`src/rtl/muldiv_pkg.sv`:
```
// Shared types and helpers for the iterative RV32M multiply/divide unit.
// Op codes follow funct3 so the decoder can pass its field straight through.
package muldiv_pkg;

  typedef enum logic [2:0] {
    OP_MUL    = 3'd0,
    OP_MULH   = 3'd1,
    OP_MULHSU = 3'd2,
    OP_MULHU  = 3'd3,
    OP_DIV    = 3'd4,
    OP_DIVU   = 3'd5,
    OP_REM    = 3'd6,
    OP_REMU   = 3'd7
  } muldiv_op_e;

  typedef enum logic [1:0] {IDLE, CALC, FIX, DONE} state_e;

  function automatic logic is_signed_a(muldiv_op_e op);
    return op inside {OP_MULH, OP_MULHSU, OP_DIV, OP_REM};
  endfunction

  function automatic logic is_signed_b(muldiv_op_e op);
    return op inside {OP_MULH, OP_DIV, OP_REM};
  endfunction

  // Divide-class ops share funct3[2]; REM/REMU additionally share funct3[1].
  function automatic logic is_div(muldiv_op_e op);
    return op[2];
  endfunction

  function automatic logic is_rem(muldiv_op_e op);
    return op[2] & op[1];
  endfunction

endpackage

```
`src/rtl/muldiv_addsub.sv`:
```
// Shared W-bit adder/subtractor; carry=1 on subtract means a >= b (no borrow).
module muldiv_addsub #(
  parameter int W = 33
) (
  input  logic [W-1:0] a,
  input  logic [W-1:0] b,
  input  logic         sub,
  output logic [W-1:0] sum,
  output logic         carry
);

  assign {carry, sum} = {1'b0, a} + {1'b0, (sub ? ~b : b)} + {{W{1'b0}}, sub};

endmodule

```
`src/rtl/muldiv_unit.sv`:
```
// Iterative RV32M multiply/divide: shift-add multiply, restoring divide, one bit per clock.
// Division by zero and signed overflow can short-circuit straight to DONE.
module muldiv_unit
  import muldiv_pkg::*;
#(
  parameter int XLEN      = 32,
  parameter bit FAST_ZERO = 1'b1
) (
  input  logic            clk,
  input  logic            rst_n,
  input  logic            in_valid,
  output logic            in_ready,
  input  logic [2:0]      in_op,
  input  logic [XLEN-1:0] in_a,
  input  logic [XLEN-1:0] in_b,
  input  logic            kill,
  output logic            out_valid,
  input  logic            out_ready,
  output logic [XLEN-1:0] out_result,
  output logic            out_zero
);

  localparam int CNT_W = $clog2(XLEN + 1);
  localparam logic [XLEN-1:0] MIN_NEG = {1'b1, {(XLEN-1){1'b0}}};

  state_e          state;
  muldiv_op_e      op_q;
  logic [XLEN-1:0] hi, lo, opb;
  logic            neg_res;
  logic [CNT_W-1:0] cnt;

  assign in_ready = (state == IDLE);

  // Request decode: magnitudes, sign of the final result and fast-path detection.
  muldiv_op_e      req_op;
  logic            sa, sb, b_zero, ovf, fast, req_neg;
  logic [XLEN-1:0] mag_a, mag_b, fast_result;

  assign req_op = muldiv_op_e'(in_op);
  assign sa     = is_signed_a(req_op) & in_a[XLEN-1];
  assign sb     = is_signed_b(req_op) & in_b[XLEN-1];
  assign mag_a  = sa ? -in_a : in_a;
  assign mag_b  = sb ? -in_b : in_b;
  assign b_zero = (in_b == '0);
  assign ovf    = is_signed_b(req_op) && is_div(req_op) && (in_a == MIN_NEG) && (&in_b);
  assign fast   = FAST_ZERO && is_div(req_op) && (b_zero || ovf);

  // NOTE: every always_comb output gets a default first so no path can infer a latch.
  always_comb begin
    fast_result = '0;
    if (b_zero) fast_result = is_rem(req_op) ? in_a : '1;
    else        fast_result = is_rem(req_op) ? '0 : in_a;
  end

  // Quotient keeps the all-ones divide-by-zero answer even when the dividend is negative.
  always_comb begin
    req_neg = sa ^ sb;
    if (is_rem(req_op))      req_neg = sa;
    else if (is_div(req_op)) req_neg = (sa ^ sb) && !b_zero;
  end

  // One adder serves both loops: add multiplicand to the high half, or trial-subtract divisor.
  logic [XLEN:0] as_a, as_sum;
  logic          as_carry;

  assign as_a = is_div(op_q) ? {hi, lo[XLEN-1]} : {1'b0, hi};

  muldiv_addsub #(.W(XLEN + 1)) u_addsub (
    .a     (as_a),
    .b     ({1'b0, opb}),
    .sub   (is_div(op_q)),
    .sum   (as_sum),
    .carry (as_carry)
  );

  logic [2*XLEN-1:0] prod_s;
  logic [XLEN-1:0]   fix_result;

  assign prod_s = neg_res ? -{hi, lo} : {hi, lo};

  always_comb begin
    fix_result = '0;
    unique case (op_q)
      OP_MUL:                      fix_result = prod_s[XLEN-1:0];
      OP_MULH, OP_MULHSU, OP_MULHU: fix_result = prod_s[2*XLEN-1:XLEN];
      OP_DIV, OP_DIVU:             fix_result = neg_res ? -lo : lo;
      OP_REM, OP_REMU:             fix_result = neg_res ? -hi : hi;
      default:                     fix_result = '0;
    endcase
  end

  // NOTE: sequential state uses non-blocking assignments so every register samples pre-edge values.
  always_ff @(posedge clk or negedge rst_n) begin
    if (!rst_n) begin
      state      <= IDLE;
      op_q       <= OP_MUL;
      hi         <= '0;
      lo         <= '0;
      opb        <= '0;
      neg_res    <= 1'b0;
      cnt        <= '0;
      out_valid  <= 1'b0;
      out_result <= '0;
      out_zero   <= 1'b1;
    end else begin
      unique case (state)
        IDLE: if (in_valid && !kill) begin
          op_q    <= req_op;
          neg_res <= req_neg;
          cnt     <= '0;
          hi      <= '0;
          lo      <= is_div(req_op) ? mag_a : mag_b;
          opb     <= is_div(req_op) ? mag_b : mag_a;
          if (fast) begin
            out_result <= fast_result;
            out_zero   <= (fast_result == '0);
            out_valid  <= 1'b1;
            state      <= DONE;
          end else begin
            state <= CALC;
          end
        end
        CALC: if (kill) begin
          state <= IDLE;
        end else begin
          if (is_div(op_q)) begin
            hi <= as_carry ? as_sum[XLEN-1:0] : as_a[XLEN-1:0];
            lo <= {lo[XLEN-2:0], as_carry};
          end else if (lo[0]) begin
            {hi, lo} <= {as_sum, lo[XLEN-1:1]};
          end else begin
            {hi, lo} <= {1'b0, hi, lo[XLEN-1:1]};
          end
          cnt <= cnt + CNT_W'(1);
          if (cnt == CNT_W'(XLEN - 1)) state <= FIX;
        end
        FIX: if (kill) begin
          state <= IDLE;
        end else begin
          out_result <= fix_result;
          out_zero   <= (fix_result == '0);
          out_valid  <= 1'b1;
          state      <= DONE;
        end
        DONE: if (kill || out_ready) begin
          out_valid <= 1'b0;
          state     <= IDLE;
        end
        default: state <= IDLE;
      endcase
    end
  end

endmodule

```
`config.mk`:
```
export PLATFORM = sky130hd
export DESIGN_NAME = muldiv_unit
export DESIGN_NICKNAME = d
export VERILOG_FILES = /design/src/rtl/muldiv_pkg.sv /design/src/rtl/muldiv_addsub.sv /design/src/rtl/muldiv_unit.sv
export SDC_FILE = /design/constraint.sdc
export NUM_CORES = 1
export LEC_CHECK = 0
export ABC_CLOCK_PERIOD_IN_PS = 7100
export CAP_MARGIN = 25
export CORE_ASPECT_RATIO = 1.75
export CORE_MARGIN = 5
export CORE_UTILIZATION = 60
export CTS_CLUSTER_SIZE = 14
export DETAILED_ROUTE_END_ITERATION = 16
export PLACE_DENSITY = 0.77
export SLEW_MARGIN = 20
export SYNTH_ARGS = -nofsm -noshare
export SYNTH_HDL_FRONTEND = slang
export SYNTH_SLANG_ARGS = --single-unit
```
`constraint.sdc`:
```
create_clock -name clk -period 7.1 [get_ports clk]
set_input_delay 1.065 -clock clk [delete_from_list [all_inputs] [get_ports clk]]
set_output_delay 1.065 -clock clk [all_outputs]
set_load 0.005 [all_outputs]
```
**Yosys cells after proc, flatten, opt, wreduce, memory -nomap -nowiden**

Index checks and enable logic that the tools add are counted.

- Memory bits (writable): 0
- Bits in latches: 0
- Output and inout bits: 35
- Flip-flop bits (word level): 142
- ROM bits: 0
- Input port bits: 72
- Logic and storage cells: 123
- Memories kept: 0

- Shifts and indexed selects: 0
- Reductions and logical operators: 29
- Add/sub/neg operators: 8
- Eq/ne operators: 22
- Muxes and demuxes: 49
- $mul: 0
- $lt $le $gt $ge: 0
- Divide/modulo/power cells: 0
- Bitwise gates (word level): 5

Operator list:

| operator | count |
|---|---|
| $mux W32 | 21 |
| $pmux W32 S2 | 3 |
| $neg A32 Y32 | 4 |
| $pmux W32 S4 | 1 |
| $logic_not A32 Y1 | 3 |
| $mux W33 | 2 |
| $mux W64 | 1 |
| $neg A64 Y64 | 1 |
| $add A33 B33 Y34 | 1 |
| $add A34 B1 Y34 | 1 |
| $not A32 Y33 | 1 |
| $eq A32 B32 Y1 const B | 1 |
| $reduce_and A32 Y1 | 1 |
| $eq A3 B3 Y1 const B | 6 |
| $mux W2 | 6 |
| $mux W6 | 2 |
| $pmux W6 S2 | 1 |
| $eq A3 B2 Y1 const B | 3 |
| $mux W1 | 9 |
| $pmux W2 S4 | 1 |
| $add A6 B1 Y6 const B | 1 |
| $eq A3 B1 Y1 const B | 2 |
| $eq A6 B5 Y1 const B | 1 |
| $logic_and A1 B1 Y1 | 6 |
| other kinds (22) | 34 |

**Logic depth before layout (Yosys ltp)**

Gate-level depths: netlist of run 1.

- Depth after elaboration: 10
- Depth in mapped cells: 19
- Gate-level depth less buffers: 13

**By module**

From an unflattened synthesis of run 1, not the netlist that was laid out.

- Cells, all modules: 2102
- Area, all modules: 15692.6 um^2

Modules (own cells, without submodules):

| module | area each (um^2) | seq. area each (um^2) | instances | cells each |
|---|---|---|---|---|
| muldiv_unit | 13569.3 | 3554.7 | 1 | 1812 |
| muldiv_addsub | 2123.3 | 0.0 | 1 | 290 |

**Worst setup path before layout of run 1**

Ideal clock, no wire load.

- Kind: flip-flop to flip-flop
- From: register op_q[2]
- To: register hi[24]
- Library setup time: 0.126 ns
- Stages on the path, launching flop included: 19
- Slack: 2.219 ns
- Data arrival time: 4.755 ns
- Cells stage by stage: dfrtp_1 > buf_4 > buf_4 > clkbuf_1 > clkbuf_1 > clkbuf_1 > xor2_1 > ha_1 > clkbuf_1 > nand4_1 > or4_1 > o22ai_1 > o41ai_1 > a211o_1 > a31oi_1 > clkbuf_1 > mux2i_1 > nor2_1 > a221o_1

- Word-level cells in the longest chain between the ends: 7

Ends and longest elaborated chain:

| what | RTL line | text |
|---|---|---|
| start: declaration | muldiv_unit.sv:27 | `muldiv_op_e op_q;` |
| start signal: assignment | muldiv_unit.sv:108 | `op_q <= req_op;` |
| $mux W33, on equally long branches | muldiv_unit.sv:66, muldiv_addsub.sv:12 |  |
| $add A33 B33 Y34 | muldiv_addsub.sv:12 | `assign {carry, sum} = {1'b0, a} + {1'b0, (sub ? ~b : b)} + {{W{1'b0}}, sub};` |
| $add A34 B1 Y34 | muldiv_addsub.sv:12 |  |
| $mux W32, on equally long branches | muldiv_unit.sv:129, muldiv_unit.sv:127 |  |
| $mux W32 (*) | muldiv_unit.sv:126 | `if (is_div(op_q)) begin` |
| $mux W32 (*) | muldiv_unit.sv:123 | `CALC: if (kill) begin` |
| $pmux W32 S2 (*) | muldiv_unit.sv:106 | `unique case (state)` |
| end signal: assignment | muldiv_unit.sv:127 | `hi <= as_carry ? as_sum[XLEN-1:0] : as_a[XLEN-1:0];` |
| end signal: assignment | muldiv_unit.sv:130 | `{hi, lo} <= {as_sum, lo[XLEN-1:1]};` |
| end signal: assignment | muldiv_unit.sv:132 | `{hi, lo} <= {1'b0, hi, lo[XLEN-1:1]};` |
| end: declaration | muldiv_unit.sv:28 | `logic [XLEN-1:0] hi, lo, opb;` |

Every way passes the cells marked *; elsewhere a longest branch is shown, timed or not. The select of a mux whose other input is x is not followed.
A chain may end at the register's enable or synchronous reset.

**Worst setup path after layout of run 1**

Ends and elaborated chain as after synthesis.

==> flow_metrics.tcl, run 1 <==
set metrics [dict create \
    critical_path.max_fanout 89 \
    cts_buffers 17 \
    hold_path_class "register to register" \
    die_h_um 220.3 \
    worst_pin_slew_ns 0.9093 \
    worstPathArrival_ns 5.43 \
    pre_cts_ws_ns 2.057 \
    via_per_inst 7.218 \
    hold_end "out_result[3]" \
    gp_congestion 1.090 \
    post_drt_wl_per_cell_um 26.53 \
    period_minus_slack_ns 5.098 \
    drcViolationCount 0 \
    drt_first_pass_iters 6 \
    dp.cells 2290 \
    synthArstFlopShare_pct 100.0 \
    worstSetupStartpointType "register" \
    routed_wl_um 61720 \
    syn_nets 2141 \
    yosysUniqueCellTypes 83 \
    p_per_area_nw_per_um2 348.8 \
    grt_overflow_total 0 \
    ys.flop_type "dfrtp_1" \
    syn_area_um2 15170 \
    timing.final.crit_share_pct 71.80 \
    p_leak_nw 6.734 \
    tns_ns 0 \
    cts_tree "built" \
    synth_cells 2031 \
    synth.avg_cell_area_um2 7.467 \
    hold_viol 0 \
    ctsHoldBuffers 0 \
    clock_path_buffers 2 \
    critical_path_required_ns 7.43 \
    grt_pass1_vias 16150 \
    initial_utilization_pct 60.31 \
    yosys.area.top_type "dfrtp_1" \
    hpwl_um 46080 \
    critPathKind "register to register" \
    rrSetupSlack_ns 2.00 \
    core.rowCount 77 \
    synth_edf_count 0 \
    instances_no_fill 2326 \
    vias 16790 \
    clock_latency_ns 0.45 \
    io_buffers 106 \
    num_antenna_cells 0 \
    reg2reg_depth 13 \
    setup_viol 0 \
    fill_cells 2219 \
    cts-root-buf "clkbuf_16" \
    placed_area_um2 16090 \
    die_w_um 130.2 \
    synth_top_area_share_pct 23.27 \
    io-pin-count 107 \
    ant_nets 0 \
    htree_levels 4 \
    nNetsFinal 2107 \
    timing.final.ws_setup_ns 2.003 \
    max-vdd-ir-drop_uv 197.4 \
    syn_to_final_growth_pct 10.67 \
    layout-drive-gt1-share_pct 7.363 \
    reg2reg_from "op_q[2]" \
    fin_skew_ns 0.01339 \
    fmax_mhz 196.2 \
    status "complete, no violations" \
    clkTransAtPathRegs_ns 0.07 \
    cap_violations 0 \
    whs_ns 0.4830 \
    relSlewSlack_pct 39.19 \
    postCtsSetupBuffers 0 \
    hold_depth 2 \
    yosys_warnings 0 \
    critPathCaptureType "register" \
    antenna_found_initial 0 \
    synth_area_leaders "dfrtp_1 (23%), a21oi_1 (6.5%), mux2i_1 (6.4%)" \
    grt_usage_pct 42.88 \
    cts_resized 0 \
    rsz0062_at_grt "false" \
    synth-seq-cells 142 \
    initialDrtViolationCount 2132 \
    coreArea_um2 25150 \
    die_area_um2 28680 \
    grt_pass1_wl_um 93830 \
    cts_sinks 142 \
    grt_max_degree 104 \
    hp-start "out_result[3]" \
    ys_seq_area_share_pct 23.44 \
    drv_slew 0 \
    layout.cell_area.non_filler_um2 16780 \
    worstReg2RegEnd "hi[24]" \
]
## how the worst max path moves through the flow
stage                  from      to  slack, ns  cells after the start
floorplan           op_q[2]  hi[24]       2.22                     18
global placement    op_q[2]  hi[24]       2.16                     13
detailed placement  op_q[2]  hi[10]       2.06                     13
CTS                 op_q[2]  hi[24]       2.04                     13
global route        op_q[2]  hi[15]       1.64                     13
finish              op_q[2]  hi[24]       2.00                     13
## area by class of cell
| cell class | count | area [um2] | share of cell area (%) |
|---|---|---|---|
| timing repair buffer | 137 | 1365 | 8.133 |
| multi-input combinational | 1665 | 10740 | 63.99 |
| clock buffer | 19 | 442.9 | 2.639 |
| tap | 316 | 395.4 | 2.356 |
| sequential | 142 | 3560 | 21.21 |
| inverter | 34 | 127.6 | 0.7604 |
| clock inverter | 13 | 153.9 | 0.9170 |
## state kept, by name (all words and copies together), names as in the netlist
name        flops
lo             32
out_zero        1
out_valid       1
out_result     32
op_q            3
state           2
opb            32
hi             32
neg_res         1
cnt             6
## critical path, stage by stage, from the launching register on
cell	delay, ns
dfrtp_4	0.95
buf_12	0.47
mux2_2	0.39
ha_1	0.36
o211ai_1	0.13
or4_1	0.42
o22ai_1	0.21
o41ai_1	0.19
a211o_1	0.37
a31oi_4	0.44
buf_4	0.41
mux2i_1	0.22
nor2_1	0.06
a221o_1	0.28
## per-layer routing
layer | vias to the layer above | part of all wire, % | GRT usage, %
met1 | 7879 | 34 | 48.43
met5 | - | 0 | 0
met3 | 346 | 9.6 | 9.686
li1 | 7401 | - | -
met2 | 1164 | 46 | 69.47
met4 | 0 | 10 | 32.49
## synth_stat cells, types with 39 or more instances
master,instances
nor4_1,51
clkbuf_1,160
nor3_1,48
dfrtp_1,141
mux2i_1,97
a21oi_1,196
xnor2_1,66
nand2_1,197
o21ai_0,155
mux2_2,48
a211oi_1,39
nor2_1,214
xor2_1,90
nand4_1,40
## layout by cell type (no fill, tap or decap), types with 23 or more instances in the layout
master	instances
nor2_1	212
nand2_1	197
a21oi_1	196
o21ai_0	155
dfrtp_1	139
clkdlybuf4s50_1	104
mux2i_1	97
xor2_1	90
xnor2_1	66
nor4_1	50
mux2_2	48
nor3_1	48
nand4_1	40
a211oi_1	39
ha_1	37
inv_1	34
buf_4	27
a21o_1	26
o211ai_1	24
nand3_1	23
## through the flow
stage          power, W  util (%)
4_1_cts        0.005680     66.36
3_3_place_gp   0.004675     63.99
2_1_floorplan  0.003688         -
5_1_grt        0.006117     66.75
3_5_place_dp   0.004733     63.99
6_report       0.005854     66.75
## power breakdown
part,switching (W),internal [W],total [W],leakage (nW)
Clock,0.000400,0.000534,0.000935,0.291
Sequential,0.000545,0.000962,0.00151,1.81
Combinational,0.00212,0.00129,0.00341,4.64
## logic make-up (layout without fill, tap and decap cells)
kind of cell	count (synthesis)	count (layout)	synth area share, %
simple gates	694	694	21.99
compound gates	631	631	26.29
buf+inv	224	203	5.973
xor+xnor	156	156	9.009
mux	146	146	10.11
flops	142	142	23.44
fa+ha+maj	38	38	3.185
(Power assumes the default switching activity.)
==> inputs of run 2 (changes only) <==
- ABC_CLOCK_PERIOD_IN_PS: 7100 -> 4950
- clock period: 7.1 -> 4.95 ns (I/O delays scaled with it)
==> run 2 against run 1 <==
  * Combinational power is 49% higher
  * Clock power up 37%
  * Clock skew is 0.0031 ns lower
  * Largest cell class unchanged
==> flow_metrics.tcl, run 2 (synthesis gave the netlist of run 1 again) <==
set metrics [dict create \
    status "complete, no violations" \
    num_antenna_cells 0 \
    critical_path.max_fanout 46 \
    cts_buffers 17 \
    cap_violations 0 \
    final_common_cell "nor2_1" \
    cts-root-buf "clkbuf_16" \
    final_cell_mix "nor2_1 (212), nand2_1 (197), a21oi_1 (196)" \
    clock_path_buffers 2 \
    fin_skew_ns 0.01025 \
    drv_slew 0 \
    gp_congestion 1.058 \
    die_w_um 130.2 \
    post_drt_wl_per_cell_um 26.65 \
    initialDrtViolationCount 2185 \
    relSlewSlack_pct 31.24 \
    htree_levels 4 \
    hpwl_um 47410 \
    via_per_inst 7.181 \
    p_per_area_nw_per_um2 498.6 \
    worstSetupStartpointType "register" \
    fmax_mhz 209.9 \
    die_area_um2 28680 \
    cts_sinks 142 \
    drcViolationCount 0 \
    grt_max_degree 67 \
    ctsHoldBuffers 0 \
    critPathCaptureType "register" \
    grt_overflow_total 0 \
    pre_cts_ws_ns 0.4654 \
    worstPathArrival_ns 5.09 \
    initial_utilization_pct 60.31 \
    nNetsFinal 2135 \
    tns_ns 0 \
    core.rowCount 77 \
    p_leak_nw 6.832 \
    layout-drive-gt1-share_pct 8.685 \
    timing.final.crit_share_pct 96.23 \
    die_h_um 220.3 \
    coreArea_um2 25150 \
    io-pin-count 107 \
    critical_path_required_ns 5.28 \
    timing.final.ws_setup_ns 0.1867 \
    hold_path_class "input pin to asynchronous set/reset pin" \
    routed_wl_um 62730 \
    worst_pin_slew_ns 1.029 \
    whs_ns 0.2841 \
    fill_cells 2089 \
    rrSetupSlack_ns 0.19 \
    utilization_pct 67.28 \
    period_minus_slack_ns 4.763 \
    drt_first_pass_iters 9 \
    cts_tree "built" \
    postCtsSetupBuffers 0 \
    hold_viol 0 \
    syn_to_final_growth_pct 11.55 \
    io_buffers 106 \
    grt_pass1_wl_um 95410 \
    ant_nets 0 \
    rsz0062_at_grt "false" \
    antenna_found_initial 0 \
    critPathKind "register to register" \
    cts_resized 0 \
    vias 16900 \
    grt_pass1_vias 16220 \
    setup_viol 0 \
    grt_usage_pct 43.76 \
    clkTransAtPathRegs_ns 0.06 \
    max-vdd-ir-drop_uv 346.7 \
    clock_latency_ns 0.45 \
]
[run 2: through the flow]
stage,total power (W),std cells,instance area [um2]
after floorplan,0.005289,2031,15170
after global placement,0.006745,2322,16330
after detailed placement,0.006853,2322,16330
after CTS,0.008156,2354,16900
after global routing,0.008818,2354,16920
final,0.008435,2354,16920
[run 2: worst paths after layout]
| check | cells past startpoint | endpoint | from |
|---|---|---|---|
| worst max-delay path | 13 | hi[26] | op_q[2] |
| worst min-delay path | 1 | hi[19] | rst_n |
| worst max register to register | 13 | hi[26] | op_q[2] |
| worst min register to register | 2 | out_result[3] | out_result[3] |
| max in group asynchronous | 2 | op_q[2] | rst_n |
| min in group clk | 2 | out_result[3] | out_result[3] |
[run 2: where the power goes]
group | internal, W | total (W) | switching, W | leakage (nW)
registers | 0.00138 | 0.00206 | 0.000679 | 1.81
clock network | 0.000722 | 0.00128 | 0.000562 | 0.274
logic | 0.00192 | 0.00509 | 0.00317 | 4.75
[run 2: layout make-up]
class	instances	area, um2	share of cell area, %
clock buffer	21	460.4	2.722
clock inverter	11	107.6	0.6360
inverter	34	127.6	0.7544
multi-input combinational	1665	10750	63.55
sequential	142	3560	21.04
tap	316	395.4	2.337
timing repair buffer	165	1515	8.956
[run 2: worst max-delay path, stage by stage, from the launching register on]
cell,delay [ns]
dfrtp_4,0.80
buf_4,0.33
xor2_1,0.24
inv_1,0.10
fa_1,0.44
nor2b_1,0.21
o211ai_1,0.16
a211oi_1,0.54
nor3_1,0.21
o311ai_0,0.36
a21oi_1,0.15
xnor2_1,0.61
a21oi_1,0.17
o32ai_1,0.34
[run 2: layer usage]
layer / GRT usage, % / share of wire (%) / wire length, um / up-vias
li1: - / - / - / 7474
met1: 49.70 / 34 / 21210 / 7846
met2: 69.40 / 46 / 28670 / 1201
met3: 9.831 / 9.6 / 6043 / 383
met4: 35.64 / 11 / 6804 / 0
met5: 0 / 0 / 0 / -
==> inputs of run 3 (changes only) <==
- SYNTH_HIERARCHICAL: default -> 1
==> run 3 against run 2 <==
  * First-iteration DRC count increased by 36%
  * Cell count grew 3.7%
  * Combinational power rose by 36%
  * Clock skew is 0.0063 ns higher
  * Hold slack got worse by 0.034 ns
  * Clock power is 3% higher
  * Wire length increased by 13%
  * Utilization rose by 1.1 points
  * Design area rose by 4.5%
  * Critical endpoint is now out_zero
  * Largest power group unchanged
==> flow_metrics.tcl, run 3 <==
set metrics [dict create \
    drv_slew 0 \
    pre_cts_ws_ns 0.4326 \
    path_buf_inv 1 \
    grt_pass1_vias 17350 \
    hold_viol 0 \
    cts_sinks 142 \
    core.rowCount 78 \
    hold_path_class "input pin to asynchronous set/reset pin" \
    cts_buffers 17 \
    fin_skew_ns 0.01655 \
    synthArstFlopShare_pct 100.0 \
    critical_path_required_ns 5.34 \
    clock_path_buffers 2 \
    reg2reg_depth 11 \
    die_w_um 132.3 \
    p_leak_nw 7.042 \
    gp_congestion 1.122 \
    fmax_mhz 215.4 \
    synth_edf_count 0 \
    critPathTopFamily "simple AND/OR/NAND/NOR gates" \
    whs_ns 0.2503 \
    initialDrtViolationCount 2978 \
    yosysUniqueCellTypes 87 \
    synth_top_area_share_pct 22.48 \
    routed_wl_um 70790 \
    nNetsFinal 2217 \
    hpwl_um 52810 \
    antenna_found_initial 2 \
    timing.final.crit_share_pct 93.77 \
    ys.flop_type "dfrtp_1" \
    syn_area_um2 15690 \
    io_buffers 106 \
    relSlewSlack_pct 26.78 \
    synth_area_leaders "dfrtp_1 (22%), mux2i_1 (7.0%), a21oi_1 (5.5%)" \
    rsz0062_at_grt "false" \
    regArea_um2 3561 \
    slowest_delay_ns 0.74 \
    post_drt_wl_per_cell_um 29.00 \
    syn_to_final_growth_pct 12.63 \
    reg2reg_from "lo[1]" \
    vias 18180 \
    multi_input_area_um2 11350 \
    ys_seq_area_share_pct 22.65 \
    grt_max_degree 85 \
    worstSetupPathDepth 11 \
    period_minus_slack_ns 4.642 \
    critPathKind "register to register" \
    final_common_cell "nand2_1" \
    cts-root-buf "clkbuf_16" \
    worst_pin_slew_ns 1.084 \
    final_cell_mix "nand2_1 (216), nor2_1 (209), a21oi_1 (172)" \
    tns_ns 0 \
    cts_tree "built" \
    drcViolationCount 0 \
    die_area_um2 29620 \
    cap_violations 0 \
    rrSetupSlack_ns 0.31 \
    layout-drive-gt1-share_pct 9.155 \
    grt_usage_pct 45.85 \
    via_per_inst 7.447 \
    worst_path_max_delay_cell "a2111oi_0" \
    timing.final.ws_setup_ns 0.3081 \
    critical_path.max_fanout 7 \
    ctsHoldBuffers 0 \
    fill_cells 2203 \
    p_per_area_nw_per_um2 608.1 \
    worstReg2RegEnd "out_zero" \
    io-pin-count 107 \
    critPathCaptureType "register" \
    ys_top_cells_by_count "nand2_1 (217), nor2_1 (211), a21oi_1 (173), clkbuf_1 (172), o21ai_0 (163)" \
    yosys.area.top_type "dfrtp_1" \
    syn_nets 2213 \
    critPathCapture "out_zero" \
    status "complete, no violations" \
    max-vdd-ir-drop_uv 396.4 \
    grt_pass1_wl_um 104900 \
    initial_utilization_pct 60.68 \
    worstPathArrival_ns 5.03 \
    synth-seq-cells 142 \
    ant_nets 0 \
    clkTransAtPathRegs_ns 0.08 \
    startpoint "lo[1]" \
    synth.avg_cell_area_um2 7.466 \
    yosys_warnings 6 \
    coreArea_um2 25860 \
    setup_viol 0 \
    htree_levels 4 \
    synth_cells 2102 \
    worstSetupStartpointType "register" \
    die_h_um 223.9 \
    crit_top_cell "nand4_1" \
    clock_latency_ns 0.46 \
    grt_overflow_total 0 \
    yosysMostFrequentCell "nand2_1" \
    path_cells "inv_1 > ha_1 > nor3b_1 > nand4_1 > mux2i_1 > a221oi_1 > nand4_1 > a2111oi_0 > nand4_1 > or4_1 > nand2_1" \
    drt_first_pass_iters 9 \
]
run 3: cell count changes in the layout (fill, tap and decap cells not counted), moves of 12 or more:
cell      change
and2_1       +14
mux2i_1      +12
nand2_1      +19
nand3_1      +26
a21oi_1      -24
a211oi_1     -20
a32o_1       +23
run 3: layer usage:
layer / routed length [um] / GRT usage [%] / vias up
met5: 13 / 0 / -
met4: 8454 / 43.20 / 2
met3: 6739 / 10.45 / 488
met2: 32650 / 73.58 / 1370
met1: 22940 / 49.26 / 8527
li1: - / - / 7792
run 3: worst min path at each step:
stage,to,slack [ns],depth (start not counted)
floorplan,cnt[0],0.45,0
global placement,out_result[5],0.46,2
detailed placement,out_result[25],0.47,2
CTS,hi[21],0.26,1
global route,hi[20],0.28,1
finish,hi[20],0.25,1
run 3: layout make-up:
cell class | instances | share of cell area (%)
inverter | 33 | 0.7008
antenna | 2 | 0.02832
clock inverter | 15 | 0.9344
timing repair buffer | 176 | 9.323
multi-input combinational | 1736 | 64.19
clock buffer | 17 | 2.407
tap | 320 | 2.265
sequential | 142 | 20.15
run 3: kinds of logic (layout without fill, tap and decap cells):
group / count (synthesis) / in the layout / synth area share (%)
xor gates and xnor gates: 153 / 153 / 8.539
AOI/OAI and AO/OA: 614 / 614 / 25.33
and+or+nand+nor: 770 / 770 / 24.21
other: 1 / 3 / 0.02390
buffers and inverters: 224 / 241 / 5.478
adders and majority gates: 40 / 40 / 3.221
muxes: 158 / 158 / 10.54
DFF: 142 / 142 / 22.65
run 3: timing repair:
| action | CTS | global route |
|---|---|---|
| resized for setup | 0 | 1 |
| setup buffers | 0 | 0 |
| setup endpoints to repair | 0 | 1 |
run 3: worst reg2reg max path: stages, from the launching register on:
cell and delay [ns]:
dfrtp_1 0.50, inv_1 0.16, ha_1 0.20, nor3b_1 0.64, nand4_1 0.60, mux2i_1 0.25, a221oi_1 0.32, nand4_1 0.25
a2111oi_0 0.74, nand4_1 0.34, or4_1 0.47, nand2_1 0.08
run 3: metrics by stage:
| step | power [W] | util [%] | instances | cell area (um2) |
|---|---|---|---|---|
| after floorplan | 0.006652 | - | 2102 | 15690 |
| after global placement | 0.008867 | 65.83 | 2405 | 17030 |
| after detailed placement | 0.008995 | 65.83 | 2405 | 17030 |
| after CTS | 0.01033 | 68.11 | 2437 | 17620 |
| after global routing | 0.01123 | 68.32 | 2439 | 17670 |
| final | 0.01075 | 68.34 | 2441 | 17670 |
run 3: where the power goes:
group | internal [W] | switching, W | total (W)
registers | 0.00153 | 0.000974 | 0.00250
logic | 0.00271 | 0.00423 | 0.00693
clock network | 0.000679 | 0.000636 | 0.00132
total | 0.00491 | 0.00584 | 0.0107
